`src/rtl/pipelined_controller_hz.sv`:
```
// Decode-stage control unit with integrated hazard unit for the 5-stage MIPS pipeline.
// Decodes op/funct in D and carries the control bits through the D/X, X/M and M/W
// registers. It also generates load-use and branch stalls, forwarding selects, a
// bubble into X, the taken-branch/jump squash of F/D and a saturating stall counter.
// Ports:
//   clk, reset                     clock, async active-high reset
//   op, funct, equal_d             D-stage instruction fields and register compare
//   rs_d, rt_d, rs_x, rt_x         source register numbers in D and X
//   write_reg_x/_m/_w              destination register numbers in X, M and W
//   pc_src_d, jump_d               taken branch / jump (combinational)
//   flush_d, flush_x               clear F/D / bubble into X (combinational)
//   stall_f, stall_d               hold PC / hold F/D (combinational)
//   forward_a_d, forward_b_d       M result to the D compare (combinational)
//   forward_a_x, forward_b_x       10=M, 01=W, 00=register file (combinational)
//   alu_src_x, reg_dest_x,
//   zero_ext_x, alu_ctrl_x         X-stage controls (registered)
//   dmem_write_m                   store enable (registered)
//   reg_write_w, mem_to_reg_w      writeback controls (registered)
//   stall_cnt                      saturating count of stall cycles (registered)
module pipelined_controller_hz #(
  parameter int unsigned ALU_CTRL_W = 3,
  parameter int unsigned REG_ADDR_W = 5,
  parameter int unsigned DELAY_SLOT = 0,
  parameter int unsigned CNT_W      = 16
) (
  input  logic                  clk,
  input  logic                  reset,
  input  logic [5:0]            op,
  input  logic [5:0]            funct,
  input  logic                  equal_d,
  input  logic [REG_ADDR_W-1:0] rs_d,
  input  logic [REG_ADDR_W-1:0] rt_d,
  input  logic [REG_ADDR_W-1:0] rs_x,
  input  logic [REG_ADDR_W-1:0] rt_x,
  input  logic [REG_ADDR_W-1:0] write_reg_x,
  input  logic [REG_ADDR_W-1:0] write_reg_m,
  input  logic [REG_ADDR_W-1:0] write_reg_w,
  output logic                  pc_src_d,
  output logic                  jump_d,
  output logic                  flush_d,
  output logic                  flush_x,
  output logic                  stall_f,
  output logic                  stall_d,
  output logic                  alu_src_x,
  output logic                  reg_dest_x,
  output logic                  zero_ext_x,
  output logic [ALU_CTRL_W-1:0] alu_ctrl_x,
  output logic                  forward_a_d,
  output logic                  forward_b_d,
  output logic [1:0]            forward_a_x,
  output logic [1:0]            forward_b_x,
  output logic                  dmem_write_m,
  output logic                  reg_write_w,
  output logic                  mem_to_reg_w,
  output logic [CNT_W-1:0]      stall_cnt
);

  localparam logic [5:0] OP_RTYPE = 6'b000000;
  localparam logic [5:0] OP_LW    = 6'b100011;
  localparam logic [5:0] OP_SW    = 6'b101011;
  localparam logic [5:0] OP_BEQ   = 6'b000100;
  localparam logic [5:0] OP_BNE   = 6'b000101;
  localparam logic [5:0] OP_ADDI  = 6'b001000;
  localparam logic [5:0] OP_ANDI  = 6'b001100;
  localparam logic [5:0] OP_ORI   = 6'b001101;
  localparam logic [5:0] OP_SLTI  = 6'b001010;
  localparam logic [5:0] OP_J     = 6'b000010;

  localparam logic [2:0] ALU_AND = 3'b000;
  localparam logic [2:0] ALU_OR  = 3'b001;
  localparam logic [2:0] ALU_ADD = 3'b010;
  localparam logic [2:0] ALU_SUB = 3'b110;
  localparam logic [2:0] ALU_SLT = 3'b111;

  // D-stage decoded controls
  logic       reg_write_d, mem_to_reg_d, dmem_write_d;
  logic       alu_src_d, reg_dest_d, zero_ext_d;
  logic [2:0] alu_code_d;
  logic       branch_d, is_bne_d, is_jump_d;
  logic       uses_rs_d, uses_rt_d;

  // Pipeline control bits not visible at the ports
  logic reg_write_x, mem_to_reg_x, dmem_write_x;
  logic reg_write_m, mem_to_reg_m;

  logic lw_stall, br_stall, stall;

  // Main decoder; anything unrecognised stays at the all-zero NOP defaults
  always_comb begin
    reg_write_d  = 1'b0;
    mem_to_reg_d = 1'b0;
    dmem_write_d = 1'b0;
    alu_src_d    = 1'b0;
    reg_dest_d   = 1'b0;
    zero_ext_d   = 1'b0;
    alu_code_d   = ALU_AND;
    branch_d     = 1'b0;
    is_bne_d     = 1'b0;
    is_jump_d    = 1'b0;
    uses_rs_d    = 1'b0;
    uses_rt_d    = 1'b0;
    case (op)
      OP_RTYPE: begin
        case (funct)
          6'b100000: alu_code_d = ALU_ADD;
          6'b100010: alu_code_d = ALU_SUB;
          6'b100100: alu_code_d = ALU_AND;
          6'b100101: alu_code_d = ALU_OR;
          6'b101010: alu_code_d = ALU_SLT;
          default:   alu_code_d = ALU_AND;
        endcase
        if (funct inside {6'b100000, 6'b100010, 6'b100100, 6'b100101, 6'b101010}) begin
          reg_write_d = 1'b1;
          reg_dest_d  = 1'b1;
          uses_rs_d   = 1'b1;
          uses_rt_d   = 1'b1;
        end
      end
      OP_LW: begin
        reg_write_d  = 1'b1;
        mem_to_reg_d = 1'b1;
        alu_src_d    = 1'b1;
        alu_code_d   = ALU_ADD;
        uses_rs_d    = 1'b1;
      end
      OP_SW: begin
        dmem_write_d = 1'b1;
        alu_src_d    = 1'b1;
        alu_code_d   = ALU_ADD;
        uses_rs_d    = 1'b1;
        uses_rt_d    = 1'b1;
      end
      OP_BEQ, OP_BNE: begin
        branch_d   = 1'b1;
        is_bne_d   = (op == OP_BNE);
        alu_code_d = ALU_SUB;
        uses_rs_d  = 1'b1;
        uses_rt_d  = 1'b1;
      end
      OP_ADDI, OP_ANDI, OP_ORI, OP_SLTI: begin
        reg_write_d = 1'b1;
        alu_src_d   = 1'b1;
        uses_rs_d   = 1'b1;
        zero_ext_d  = (op == OP_ANDI) || (op == OP_ORI);
        case (op)
          OP_ANDI: alu_code_d = ALU_AND;
          OP_ORI:  alu_code_d = ALU_OR;
          OP_SLTI: alu_code_d = ALU_SLT;
          default: alu_code_d = ALU_ADD;
        endcase
      end
      OP_J:    is_jump_d = 1'b1;
      default: ;
    endcase
  end

  // Hazard detection: only sources the instruction actually reads can stall
  assign lw_stall = mem_to_reg_x & ((uses_rs_d & (rt_x == rs_d)) |
                                    (uses_rt_d & (rt_x == rt_d)));
  assign br_stall = branch_d &
                    ((reg_write_x  & ((rs_d == write_reg_x) | (rt_d == write_reg_x))) |
                     (mem_to_reg_m & ((rs_d == write_reg_m) | (rt_d == write_reg_m))));
  assign stall    = lw_stall | br_stall;

  assign stall_f  = stall;
  assign stall_d  = stall;
  assign flush_x  = stall;
  assign pc_src_d = branch_d & (equal_d ^ is_bne_d) & ~stall;
  assign jump_d   = is_jump_d & ~stall;
  // With a delay slot the instruction behind a branch/jump executes, so F/D is never cleared
  assign flush_d  = (DELAY_SLOT == 0) ? ((pc_src_d | jump_d) & ~stall) : 1'b0;

  // Forwarding; register 0 is hard-wired and never forwarded
  assign forward_a_d = reg_write_m & (rs_d != '0) & (rs_d == write_reg_m);
  assign forward_b_d = reg_write_m & (rt_d != '0) & (rt_d == write_reg_m);

  always_comb begin
    forward_a_x = 2'b00;
    forward_b_x = 2'b00;
    if (rs_x != '0) begin
      if (reg_write_m && (rs_x == write_reg_m))      forward_a_x = 2'b10;
      else if (reg_write_w && (rs_x == write_reg_w)) forward_a_x = 2'b01;
    end
    if (rt_x != '0) begin
      if (reg_write_m && (rt_x == write_reg_m))      forward_b_x = 2'b10;
      else if (reg_write_w && (rt_x == write_reg_w)) forward_b_x = 2'b01;
    end
  end

  // D/X register: bubble when the hazard unit flushes X
  always_ff @(posedge clk or posedge reset) begin
    if (reset) begin
      reg_write_x  <= 1'b0;
      mem_to_reg_x <= 1'b0;
      dmem_write_x <= 1'b0;
      alu_src_x    <= 1'b0;
      reg_dest_x   <= 1'b0;
      zero_ext_x   <= 1'b0;
      alu_ctrl_x   <= '0;
    end else if (flush_x) begin
      reg_write_x  <= 1'b0;
      mem_to_reg_x <= 1'b0;
      dmem_write_x <= 1'b0;
      alu_src_x    <= 1'b0;
      reg_dest_x   <= 1'b0;
      zero_ext_x   <= 1'b0;
      alu_ctrl_x   <= '0;
    end else begin
      reg_write_x  <= reg_write_d;
      mem_to_reg_x <= mem_to_reg_d;
      dmem_write_x <= dmem_write_d;
      alu_src_x    <= alu_src_d;
      reg_dest_x   <= reg_dest_d;
      zero_ext_x   <= zero_ext_d;
      alu_ctrl_x   <= ALU_CTRL_W'(alu_code_d);
    end
  end

  // X/M and M/W registers always advance
  always_ff @(posedge clk or posedge reset) begin
    if (reset) begin
      reg_write_m  <= 1'b0;
      mem_to_reg_m <= 1'b0;
      dmem_write_m <= 1'b0;
      reg_write_w  <= 1'b0;
      mem_to_reg_w <= 1'b0;
    end else begin
      reg_write_m  <= reg_write_x;
      mem_to_reg_m <= mem_to_reg_x;
      dmem_write_m <= dmem_write_x;
      reg_write_w  <= reg_write_m;
      mem_to_reg_w <= mem_to_reg_m;
    end
  end

  // Stall cycle counter, holds at all-ones
  always_ff @(posedge clk or posedge reset) begin
    if (reset) begin
      stall_cnt <= '0;
    end else if (stall && (stall_cnt != '1)) begin
      stall_cnt <= stall_cnt + CNT_W'(1);
    end
  end

endmodule
```
`config.mk`:
```
export PLATFORM = sky130hd
export DESIGN_NAME = pipelined_controller_hz
export DESIGN_NICKNAME = d
export VERILOG_FILES = /design/src/rtl/pipelined_controller_hz.sv
export SDC_FILE = /design/constraint.sdc
export NUM_CORES = 1
export LEC_CHECK = 0
export ABC_AREA = 1
export CELL_PAD_IN_SITES_DETAIL_PLACEMENT = 0
export CELL_PAD_IN_SITES_GLOBAL_PLACEMENT = 1
export CORE_MARGIN = 5
export CORE_UTILIZATION = 31
export CTS_CLUSTER_SIZE = 40
export DETAILED_ROUTE_END_ITERATION = 10
export PLACE_DENSITY = 0.83
export SYNTH_ARGS = -nofsm -noshare
export SYNTH_HDL_FRONTEND = slang
export SYNTH_SLANG_ARGS = --single-unit
```
`constraint.sdc`:
```
create_clock -name clk -period 2.1 [get_ports clk]
set_clock_uncertainty 0.2 [all_clocks]
set_input_delay 0.21 -clock clk [delete_from_list [all_inputs] [get_ports clk]]
set_output_delay 0.21 -clock clk [all_outputs]
set_load 0.01 [all_outputs]
```
==> qor.log, run 1 <==
qor: setup_path.timing.critical_path.from op[0]
qor: floorplanning.die_x 100.8 um
qor: timing.setup_viol 0
qor: cells_and_area.multiInputGateArea 1607 um2
qor: floorplanning.core.rowCount 33
qor: route.routed_via_density 4.547
qor: yosys.post-synth-top-area-cell sky130_fd_sc_hd__dfrtp_1
qor: yosys.ys_dominant_reg_cell sky130_fd_sc_hd__dfrtp_1
qor: clock_network.cts_sinks 30
qor: global_route.grt_util_all_layers 0.1604
qor: clock_network.cts_root_buffer sky130_fd_sc_hd__clkbuf_8
qor: yosys.postSynthNetCount 444
qor: timing.tightest_slew 0.4148 ns
qor: global_route.grt_antenna_before_repair 0
qor: yosys.ys_top_cells_by_count sky130_fd_sc_hd__nand2_1, sky130_fd_sc_hd__inv_1, sky130_fd_sc_hd__nor2_1
qor: setup_path.worst_ep_required_time 2.07 ns
qor: yosys.netlist_area_pre_place 2557 um2
qor: setup_path.critical_path.max_fanout 2
qor: power.power.internal 1.028 mW
qor: global_route.grt_remaining_overflow 0
qor: timing.max_freq 496.7 MHz
qor: route.detailedRoute.firstIterationViolations 106
qor: clock_network.clock_pin_slew_of_the_registers_on_the_worst_case_setup_and_hold_paths 0.07 ns
qor: yosys.asyncSetResetFlopFracSynth 1.000
qor: setup_path.critPathLaunchType input pin
qor: yosys.syn-mean-instance-area 6.508 um2
qor: route.routed_wl 8186 um
qor: yosys.ys_seq_area_frac 0.2935
qor: power.total_leakage_power 2.170 nW
qor: setup_path.worst-setup-path-type in2reg
qor: power.switching_share 0.2878
qor: floorplanning.ios 87
qor: cells_and_area.diodes 0
qor: timing.rsz0062_at_grt true
qor: timing.finalCritPeriodShare 0.9586
qor: setup_path.worstSetupEndpointType flop
qor: route.vias 2919
qor: global_route.first_global_vias 2844
qor: power.p_seq_frac 0.408
qor: power.comb_power_share 0.257
qor: setup_path.path_cells clkdlybuf4s50_1 > nand2_1 > inv_1 > nand3_1 > nand2_2 > buf_4 > buf_4 > buf_4 > buf_4 > buf_4 > buf_4 > a311oi_2 > nor2_1
qor: clock_network.cts_hold_buffers 0
qor: setup_path.critical_path.reg2reg.startpoint stall_cnt[0]$_DFFE_PP0P_
qor: power.p_per_area 358.2 nW/um2
qor: floorplanning.die_h 100.8 um
qor: yosys.syn-instance-count 393
qor: timing.fin_tns_setup 0 ns
qor: placed_design.place_hpwl 6263 um
qor: hold_path.hold_path_class in2async
qor: clock_network.cts_made_buffers 5
qor: placed_design.dp_slack -0.5067 ns
qor: yosys.yosysTopAreaCellShare 0.2935
qor: global_route.global_route_wire_length_before_repair 13310 um
qor: timing.timing_hold_violations_final 0
qor: clock_network.insertion_delay 0.28 ns
qor: timing.layout_setup_ws 0.08685 ns
qor: timing.slew_viol_final 0
qor: yosys.synth_enable_flop_cells 0
qor: placed_design.globalplace.congestion 0.8914
qor: timing.final_period_minus_worst_setup_slack 2.013 ns
qor: clock_network.cts_buffer_depth 2
qor: cells_and_area.final_layout_size_suffix_gt1_frac 0.2514
qor: cells_and_area.regArea 750.7 um2
qor: route.firstDrtPassIters 4
qor: power.worst_ir_drop_vdd 222.7 uV
qor: placed_design.place.port_buffers 86
qor: cells_and_area.num-fill-cells 827
qor: clock_network.cts_tree yes
qor: job.max-cap-violations 0
qor: power.netSwitchingPower 415.5 uW
qor: global_route.grt_max_degree 31
qor: cells_and_area.areaGrowthSynthToFinish 57.58%
qor: clock_network.cts_htree_levels 2
qor: yosys.yosys.cell_count.top_type sky130_fd_sc_hd__nand2_1
qor: power.p_clk_frac 0.336
qor: floorplanning.die_area 10170 um2
qor: timing.relSlewSlack 0.7213
qor: floorplanning.floorplan.initialDensity 0.3144
qor: yosys.synthesis.yosys.warnings 0
qor: route.wl_per_cell 12.75 um
qor: cells_and_area.nets 587
qor: route.drcViolationCount 0
qor: yosys.post_synth_num_cell_types 31
qor: setup_path.critPathSlowestCell sky130_fd_sc_hd__clkdlybuf4s50_1
qor: setup_path.worst_path_most_repeated_cell sky130_fd_sc_hd__buf_4
qor: yosys.synth.ff_latch_count 30
qor: outcome.status finished clean
qor: yosys.synth_area_leaders sky130_fd_sc_hd__dfrtp_1, sky130_fd_sc_hd__nand2_1, sky130_fd_sc_hd__xor2_1
qor: floorplanning.core_area 8134 um2
qor: setup_path.timing.critical_path.buf_inv 8
qor: setup_path.cp_data_arrival_time 1.98 ns
qor: setup_path.critical_path.top_delay_family buffers and inverters
qor: route.postRouteAntennaNets 0
qor: setup_path.critPathMaxStageDelay 0.41 ns
[repair_timing]
item,CTS,global route
endpoints found under the setup margin,27,27
resized for setup,70,46
setup buffers,8,2
pin swaps,8,11
[cells in the final DEF, fill, tap and decap left out, types with 16 or more instances in the layout]
master                              n
sky130_fd_sc_hd__inv_1             44
sky130_fd_sc_hd__inv_2             16
sky130_fd_sc_hd__nor2_1            38
sky130_fd_sc_hd__dlygate4sd2_1     21
sky130_fd_sc_hd__xor2_1            24
sky130_fd_sc_hd__dfrtp_1           30
sky130_fd_sc_hd__buf_4             59
sky130_fd_sc_hd__clkdlybuf4s50_1   40
sky130_fd_sc_hd__nand2_1          116
sky130_fd_sc_hd__nand3_1           33
[kinds of logic after synthesis]
group / share of synthesized area
fa+ha+maj: 0.004892
buf+inv: 0.1179
compound gates: 0.06752
flops: 0.2935
simple gates: 0.3997
xor+xnor: 0.1164
[per-stage QoR]
step	utilization	power [mW]	hold slack, ns	area [um2]	std cells
after floorplan	-	0.7441	0.1008	2557	393
after global placement	0.4732	0.9627	0.1381	3849	624
after detailed placement	0.4732	0.9668	0.1577	3849	624
after CTS	0.4885	1.451	0.1279	3974	640
after global routing	0.4955	1.521	0.1602	4030	642
final	0.4955	1.444	0.1131	4030	642
[area by class of cell]
class | count | share of cell area
timing repair buffer | 146 | 0.3030
tap | 105 | 0.03260
clock buffer | 6 | 0.02049
sequential | 30 | 0.1863
inverter | 60 | 0.05588
clock inverter | 2 | 0.003105
multi-input combinational | 293 | 0.3986
[worst paths after layout]
| check | cells after the start | slack (ns) | end |
|---|---|---|---|
| worst max-delay path | 13 | 0.09 | alu_ctrl_x[1]$_DFF_PP0_ |
| worst min-delay path | 3 | 0.11 | stall_cnt[1]$_DFFE_PP0P_ |
| worst max register to register | 9 | 0.17 | stall_cnt[1]$_DFFE_PP0P_ |
| worst min register to register | 0 | 0.16 | dmem_write_m$_DFF_PP0_ |
| max in group asynchronous | 3 | 1.31 | stall_cnt[2]$_DFFE_PP0P_ |
| min in group clk | 0 | 0.16 | dmem_write_m$_DFF_PP0_ |
[worst reg2reg max path, stage by stage (launching register included)]
cell	delay (ns)
sky130_fd_sc_hd__dfrtp_1	0.43
sky130_fd_sc_hd__ha_1	0.21
sky130_fd_sc_hd__nand3_1	0.15
sky130_fd_sc_hd__nor3_4	0.19
sky130_fd_sc_hd__nand2_2	0.12
sky130_fd_sc_hd__nor2_4	0.11
sky130_fd_sc_hd__nand2_4	0.15
sky130_fd_sc_hd__nand2_8	0.19
sky130_fd_sc_hd__nand2_1	0.07
sky130_fd_sc_hd__nand2_1	0.06
[power groups by stage]
stage	Clock [mW]	Sequential, mW	Combinational, mW
2_1_floorplan	0	0.601	0.143
3_3_place_gp	0	0.599	0.363
3_5_place_dp	0	0.599	0.368
4_1_cts	0.502	0.588	0.361
5_1_grt	0.523	0.589	0.409
6_report	0.485	0.589	0.371
[layer usage]
metal / wire [um] / track usage / vias to the layer above / share of wire
met1: 3832 / 0.2136 / 1301 / 0.47
met5: 0 / 0 / - / 0
met2: 3790 / 0.2684 / 83 / 0.46
met3: 473 / 0.02976 / 10 / 0.058
li1: - / - / 1525 / -
met4: 89 / 0.03834 / 0 / 0.011
[registers in the layout (all words and copies together) (netlist names)]
register	cells
alu_src_x	1
reg_write_w	1
stall_cnt	16
reg_dest_x	1
mem_to_reg_m	1
dmem_write_m	1
alu_ctrl_x	3
reg_write_m	1
dmem_write_x	1
mem_to_reg_x	1
zero_ext_x	1
reg_write_x	1
mem_to_reg_w	1
No activity file was read; power rests on OpenSTA's default activity.
==> run 2, diff against run 1 <==
Settings changed: ABC_AREA 1 to not set, CORE_UTILIZATION 31 to 32, GPL_ROUTABILITY_DRIVEN set to 0, PLACE_DENSITY 0.83 to 0.84.
==> qor.log, run 2 <==
qor: outcome.status finished, violations left
qor: outcome.violations_in_the_final_reports setup timing
qor: timing.layout_setup_ws -0.1742 ns [-0.2610 ns]
qor: yosys.netlist_area_pre_place 2205 um2 [-14%]
qor: floorplanning.core_area 6756 um2 [-17%]
qor: power.total_leakage_power 1.738 nW [-20%]
qor: timing.slew_viol_final 0 [unchanged]
qor: yosys.yosys.cell_count.top_type sky130_fd_sc_hd__xnor2_1
qor: clock_network.clock_pin_slew_of_the_registers_on_the_worst_case_setup_and_hold_paths 0.06 ns [about the same]
qor: cells_and_area.largest_reg_flops 16 [unchanged]
qor: timing.relSlewSlack 0.7457 [+0.02439]
qor: yosys.post_synth_num_cell_types 44 [+42%]
qor: setup_path.worstSetupEndpointType output pin
qor: power.p_clk_frac 0.335 [about the same]
qor: power.p_per_area 375.0 nW/um2 [+4.7%]
qor: yosys.synthesis.yosys.warnings 0 [unchanged]
qor: cells_and_area.top_register stall_cnt
qor: cells_and_area.final_common_cell sky130_fd_sc_hd__buf_4
qor: cells_and_area.finish.cell_count_without_fillers 475 [-26%]
qor: route.drcViolationCount 0 [unchanged]
qor: job.max-cap-violations 0 [unchanged]
qor: global_route.grt_remaining_overflow 0 [unchanged]
qor: clock_network.cts_htree_levels 2 [unchanged]
qor: yosys.yosysTopAreaCellShare 0.3405 [+0.04698]
qor: cells_and_area.areaGrowthSynthToFinish 72.02%
qor: cells_and_area.top_regs stall_cnt: 16 flops, alu_ctrl_x: 3 flops
qor: setup_path.critPathLaunchType input pin
qor: global_route.grt_max_degree 31 [unchanged]
qor: setup_path.worst-setup-path-type in2out
qor: floorplanning.core.rowCount 30 [-9.1%]
qor: yosys.ys_top_cells_by_count sky130_fd_sc_hd__xnor2_1, sky130_fd_sc_hd__dfrtp_1, sky130_fd_sc_hd__xor2_1
qor: setup_path.worst_ep_required_time 1.69 ns [-0.38 ns]
qor: timing.timing_hold_violations_final 0 [unchanged]
qor: cells_and_area.mostFrequentLayoutCells sky130_fd_sc_hd__buf_4, sky130_fd_sc_hd__clkdlybuf4s50_1, sky130_fd_sc_hd__xnor2_1, sky130_fd_sc_hd__dfrtp_1, sky130_fd_sc_hd__xor2_1
qor: cells_and_area.nets 445 [-24%]
qor: power.p_seq_frac 0.413 [+0.005]
qor: setup_path.critical_path.max_fanout 3 [+1]
qor: cells_and_area.final_util 0.5613 [+0.06583]
qor: clock_network.cts_root_buffer sky130_fd_sc_hd__clkbuf_8
qor: placed_design.place.detailed.instances 449 [-28%]
qor: placed_design.place.port_buffers 86 [unchanged]
qor: clock_network.insertion_delay 0.27 ns [about the same]
qor: yosys.synth_enable_flop_cells 0 [unchanged]
qor: power.totalPowerFinal 1.422 mW [-1.5%]
qor: yosys.synth.ff_latch_count 30 [unchanged]
qor: route.detailedRoute.firstIterationViolations 94 [-11%]
qor: yosys.ys_dominant_reg_cell sky130_fd_sc_hd__dfrtp_1
qor: timing.final_period_minus_worst_setup_slack 2.274 ns [+0.2610 ns]
qor: power.netSwitchingPower 376.9 uW [-9.3%]
qor: power.switching_share 0.2650 [-0.02285]
qor: route.routed_via_density 4.819 [+6.0%]
qor: yosys.syn-instance-count 240 [-39%]
qor: floorplanning.die_area 8649 um2 [-15%]
qor: clock_network.cts_buffer_depth 2 [unchanged]
qor: timing.rsz0062_at_grt true
qor: placed_design.place_hpwl 5251 um [-16%]
qor: route.postRouteAntennaNets 0 [unchanged]
qor: setup_path.cp_data_arrival_time 1.86 ns [-0.12 ns]
qor: global_route.grt_util_all_layers 0.1612 [+0.0007826]
qor: clock_network.cts_sinks 30 [unchanged]
qor: power.worst_ir_drop_vdd 179.3 uV [-19%]
qor: global_route.first_global_vias 2404 [-15%]
qor: hold_path.hold_path_class in2reg
qor: floorplanning.die_h 93 um [-7.8%]
qor: timing.finalCritPeriodShare 1.083 [+0.1243]
qor: yosys.postSynthNetCount 291 [-34%]
qor: yosys.ys_seq_area_frac 0.3405 [+0.04698]
qor: route.firstDrtPassIters 6 [+2]
qor: cells_and_area.final_layout_size_suffix_gt1_frac 0.3494 [+0.09797]
qor: timing.setup_viol 17 [+17]
qor: power.power.internal 1.045 mW [+1.7%]
qor: placed_design.dp_slack -0.9115 ns [-0.4048 ns]
qor: yosys.synth_area_leaders sky130_fd_sc_hd__dfrtp_1, sky130_fd_sc_hd__xnor2_1, sky130_fd_sc_hd__xor2_1
qor: floorplanning.ios 87 [unchanged]
qor: global_route.global_route_wire_length_before_repair 11340 um [-15%]
qor: floorplanning.die_x 93 um [-7.8%]
qor: yosys.asyncSetResetFlopFracSynth 1.000 [unchanged]
qor: route.wl_per_cell 14.79 um [+16%]
qor: global_route.grt_antenna_before_repair 0 [unchanged]
qor: timing.max_freq 439.7 MHz [-11%]
qor: route.vias 2289 [-22%]
qor: cells_and_area.diodes 0 [unchanged]
qor: timing.tightest_slew 0.3814 ns [-0.03340 ns]
qor: yosys.syn-mean-instance-area 9.186 um2 [+41%]
qor: route.routed_wl 7024 um [-14%]
qor: clock_network.cts_tree yes
qor: clock_network.cts_made_buffers 5 [unchanged]
qor: power.comb_power_share 0.251 [-0.006]
qor: floorplanning.floorplan.initialDensity 0.3263 [+0.01188]
qor: yosys.post-synth-top-area-cell sky130_fd_sc_hd__dfrtp_1
-- run 2: final cells by class --
class | count | area, um2
clock buffer | 7 | 86.33
clock inverter | 1 | 5.005
fill | 627 | 2964
inverter | 2 | 7.507
multi-input combinational | 195 | 1484
sequential | 30 | 750.7
tap | 80 | 100.1
timing repair buffer | 160 | 1359
-- run 2: cell families after synthesis --
group,Yosys count,share of synthesized area
buffers and inverters,15,0.04199
DFF,30,0.3405
muxes,2,0.01192
xor gates and xnor gates,63,0.2571
AOI/OAI and AO/OA,26,0.08059
and+or+nand+nor,103,0.2622
adders and majority gates,1,0.005674
-- run 2: worst paths after layout --
kind                                                from  slack [ns]  depth (start not counted)                  endpoint
worst max-delay path                               op[2]       -0.17                          9                   flush_d
worst min-delay path                               op[2]        0.05                          3    mem_to_reg_x$_DFF_PP0_
worst max register to register  stall_cnt[1]$_DFFE_PP0P_        0.04                          8  stall_cnt[9]$_DFFE_PP0P_
worst min register to register    dmem_write_x$_DFF_PP0_        0.16                          0    dmem_write_m$_DFF_PP0_
max in group asynchronous                          reset        1.30                          3      reg_dest_x$_DFF_PP0_
min in group asynchronous                          reset        0.12                          3  stall_cnt[4]$_DFFE_PP0P_
-- run 2: routing by layer --
| metal | GRT usage | vias up | share of wire |
|---|---|---|---|
| met5 | 0 | - | 0 |
| met3 | 0.02977 | 10 | 0.051 |
| met1 | 0.2064 | 1072 | 0.44 |
| met2 | 0.2759 | 70 | 0.50 |
| met4 | 0.04762 | 0 | 0.012 |
| li1 | - | 1137 | - |
-- run 2: critical path, cell delays in order --
cell,delay (ns)
sky130_fd_sc_hd__buf_6,0.10
sky130_fd_sc_hd__nand2b_4,0.13
sky130_fd_sc_hd__or4b_4,0.49
sky130_fd_sc_hd__a32oi_2,0.23
sky130_fd_sc_hd__o21a_1,0.16
sky130_fd_sc_hd__o21bai_4,0.14
sky130_fd_sc_hd__nor3_4,0.06
sky130_fd_sc_hd__or2_1,0.20
sky130_fd_sc_hd__buf_2,0.14
-- run 2: through the flow --
step	instance area (um2)	TNS, ns	hold WS [ns]
final	3792	-0.9588	0.04978
after global routing	3792	-2.915	0.04487
after CTS	3705	-0.4489	0.03056
after detailed placement	3512	-22.58	0.1457
after global placement	3512	-20.37	0.1496
after floorplan	2223	0	0.08142
-- run 2: power groups by stage --
stage	registers, mW	logic, mW	clock network (mW)
after global routing	0.588	0.390	0.516
after floorplan	0.600	0.138	0
after CTS	0.588	0.350	0.485
after global placement	0.599	0.349	0
final	0.588	0.357	0.477
after detailed placement	0.598	0.355	0
-- run 2: repair_timing --
action	in CTS	in global routing
gates resized for setup	129	38
endpoints found under the setup margin	33	27
hold buffers	0	0
setup buffers	16	2
pin swaps	27	20
gates cloned	1	0
==> run 3, diff against run 2 <==
Settings changed: CORE_UTILIZATION 32 to 46, DONT_BUFFER_PORTS set to 1, PLACE_DENSITY 0.84 to 0.82.
==> qor.log, run 3 (synthesis results as in run 2) <==
qor: setup_path.worstSetupEndpointType output pin
qor: clock_network.cts_tree yes
qor: route.wl_per_cell 17.46 um [+18%]
qor: outcome.violations_in_the_final_reports setup timing
qor: global_route.first_global_vias 1915 [-20%]
qor: floorplanning.floorplan.initialDensity 0.4699 [+0.1436]
qor: setup_path.path_cells nand2b_4 > or4b_4 > a32oi_1 > o21a_1 > o21bai_4 > nor3_2 > or2_1
qor: hold_path.hold_path_class in2reg
qor: cells_and_area.largest_reg_flops 16 [unchanged]
qor: route.firstDrtPassIters 4 [-2]
qor: power.totalPowerFinal 1.290 mW [-9.3%]
qor: setup_path.critical_path.top_delay_family simple AND/OR/NAND/NOR gates
qor: hold_path.hold_path_startpoint funct[2]
qor: global_route.grt_remaining_overflow 0 [unchanged]
qor: route.drcViolationCount 0 [unchanged]
qor: global_route.global_route_wire_length_before_repair 9522 um [-16%]
qor: clock_network.clock_pin_slew_of_the_registers_on_the_worst_case_setup_and_hold_paths 0.06 ns [about the same]
qor: global_route.grt_max_degree 31 [unchanged]
qor: cells_and_area.num-fill-cells 450 [-28%]
qor: setup_path.critical_path.reg2reg.startpoint stall_cnt[5]$_DFFE_PP0P_
qor: outcome.status finished, violations left
qor: cells_and_area.final_layout_size_suffix_gt1_frac 0.2036 [-0.1457]
qor: setup_path.worst-setup-path-type in2out
qor: setup_path.critPathSlowestCell sky130_fd_sc_hd__or4b_4
qor: timing.fin_tns_setup -0.001704 ns [+0.9571 ns]
qor: setup_path.cp_data_arrival_time 1.69 ns [-0.17 ns]
qor: floorplanning.core.rowCount 25 [-17%]
qor: timing.final_period_minus_worst_setup_slack 2.102 ns [-0.1725 ns]
qor: clock_network.cts_root_buffer sky130_fd_sc_hd__clkbuf_8
qor: timing.slew_viol_final 0 [unchanged]
qor: timing.relSlewSlack 0.5923 [-0.1534]
qor: cells_and_area.top_register stall_cnt
qor: timing.tightest_slew 0.6030 ns [+0.2216 ns]
qor: clock_network.insertion_delay 0.28 ns [about the same]
qor: setup_path.critical_path.max_fanout 7 [+4]
qor: timing.layout_setup_ws -0.001704 ns [+0.1725 ns]
qor: floorplanning.die_x 79.23 um [-15%]
qor: power.p_per_area 488.3 nW/um2 [+30%]
qor: power.total_leakage_power 1.144 nW [-34%]
qor: cells_and_area.mostFrequentLayoutCells sky130_fd_sc_hd__xnor2_1, sky130_fd_sc_hd__dfrtp_1, sky130_fd_sc_hd__buf_4, sky130_fd_sc_hd__xor2_1, sky130_fd_sc_hd__nand3_1
qor: cells_and_area.top_regs stall_cnt: 16 flops, alu_ctrl_x: 3 flops
qor: cells_and_area.areaGrowthSynthToFinish 19.81%
qor: setup_path.worst_ep_required_time 1.69 ns [about the same]
qor: route.vias 1855 [-19%]
qor: timing.max_freq 475.8 MHz [+8.2%]
qor: cells_and_area.final_common_cell sky130_fd_sc_hd__xnor2_1
qor: clock_network.cts_made_buffers 5 [unchanged]
qor: job.max-cap-violations 0 [unchanged]
qor: cells_and_area.regArea 750.7 um2 [unchanged]
qor: clock_network.cts_buffer_depth 2 [unchanged]
qor: route.detailedRoute.firstIterationViolations 70 [-26%]
qor: hold_path.min_path_cells 3 [unchanged]
qor: power.worst_ir_drop_vdd 335.5 uV [+87%]
qor: global_route.grt_util_all_layers 0.1910 [+0.02981]
qor: route.routed_wl 5745 um [-18%]
qor: cells_and_area.multiInputGateArea 1378 um2 [-7.2%]
qor: setup_path.critPathLaunchType input pin
qor: route.routed_via_density 5.638 [+17%]
qor: setup_path.cp_num_cells 7 [-2]
qor: clock_network.cts_sinks 30 [unchanged]
qor: timing.finalCritPeriodShare 1.001 [-0.08212]
qor: setup_path.critPathMaxStageDelay 0.48 ns [about the same]
qor: setup_path.reg2reg_depth 7 [-1]
qor: cells_and_area.nets 325 [-27%]
qor: placed_design.place_hpwl 4399 um [-16%]
qor: setup_path.timing.critical_path.buf_inv 0 [-2]
qor: timing.rsz0062_at_grt true
qor: placed_design.place.port_buffers 0 [-100%]
qor: route.postRouteAntennaNets 0 [unchanged]
qor: floorplanning.ios 87 [unchanged]
qor: global_route.grt_antenna_before_repair 0 [unchanged]
qor: floorplanning.die_area 6277 um2 [-27%]
qor: setup_path.timing.critical_path.from op[2]
qor: clock_network.cts_htree_levels 2 [unchanged]
qor: timing.setup_viol 1 [-16]
qor: timing.timing_hold_violations_final 0 [unchanged]
qor: floorplanning.die_h 79.23 um [-15%]
qor: floorplanning.core_area 4692 um2 [-31%]
qor: cells_and_area.diodes 0 [unchanged]
## run 3: cell count changes in the layout (fill, tap and decap cells not counted), sizes merged
cell	change
dlygate4sd3	+8
clkdlybuf4s50	-35
clkinv	-1
buf	-60
dlygate4sd2	-23
clkdlybuf4s15	-4
clkbuf	-5
## run 3: final cells by class
cell class	instances	area share
timing repair buffer	40	0.1241
sequential	30	0.2842
tap	54	0.02558
inverter	2	0.002842
multi-input combinational	195	0.5216
clock buffer	8	0.04169
## run 3: routing by layer
layer / wire [um] / track usage / up-vias
met3: 491 / 0.06349 / 8
met2: 2742 / 0.3098 / 83
li1: - / - / 895
met5: 0 / 0 / -
met1: 2449 / 0.2447 / 869
met4: 61 / 0.04811 / 0
## run 3: report_power, final
group | total, mW | switching [mW] | internal [mW] | leakage [nW]
clock | 0.545 | 0.214 | 0.331 | 0.0575
combinational | 0.154 | 0.0646 | 0.0899 | 0.669
sequential | 0.590 | 0.00613 | 0.584 | 0.417
total | 1.29 | 0.285 | 1.00 | 1.14
## run 3: tightest hold or removal path, cell delays in order
cell,delay [ns]
sky130_fd_sc_hd__nor2_1,0.06
sky130_fd_sc_hd__nand3_1,0.09
sky130_fd_sc_hd__a31oi_1,0.08
## run 3: worst paths after layout
path                                              to  slack [ns]
max                                          flush_d      -0.002
min                          alu_ctrl_x[1]$_DFF_PP0_        0.01
max reg2reg                stall_cnt[13]$_DFFE_PP0P_        0.05
min reg2reg                   dmem_write_m$_DFF_PP0_        0.14
max in group asynchronous     mem_to_reg_w$_DFF_PP0_        1.17
min in group asynchronous   stall_cnt[9]$_DFFE_PP0P_        0.25
## run 3: per-stage QoR
step                cells    util  area, um2  hold slack [ns]  setup WS [ns]
CTS                   326  0.5563       2610        0.0004297       0.009616
finish                329  0.5629       2641          0.01029      -0.001704
floorplan             240       -       2223          0.08142        0.01148
detailed placement    310  0.5149       2416         0.003914       -0.01856
global placement      310  0.5149       2416          0.01651        0.04897
global route          329  0.5629       2641          0.01397       -0.08357
## run 3: what timing repair did
action / CTS / global route
hold buffers: 8 / 0
endpoints found under the setup margin: 3 / 10
pin swaps: 0 / 3
cloned: 0 / 0
gates resized for setup: 1 / 2
hold endpoints to repair: 35 / 0
buffers inserted: 0 / 3
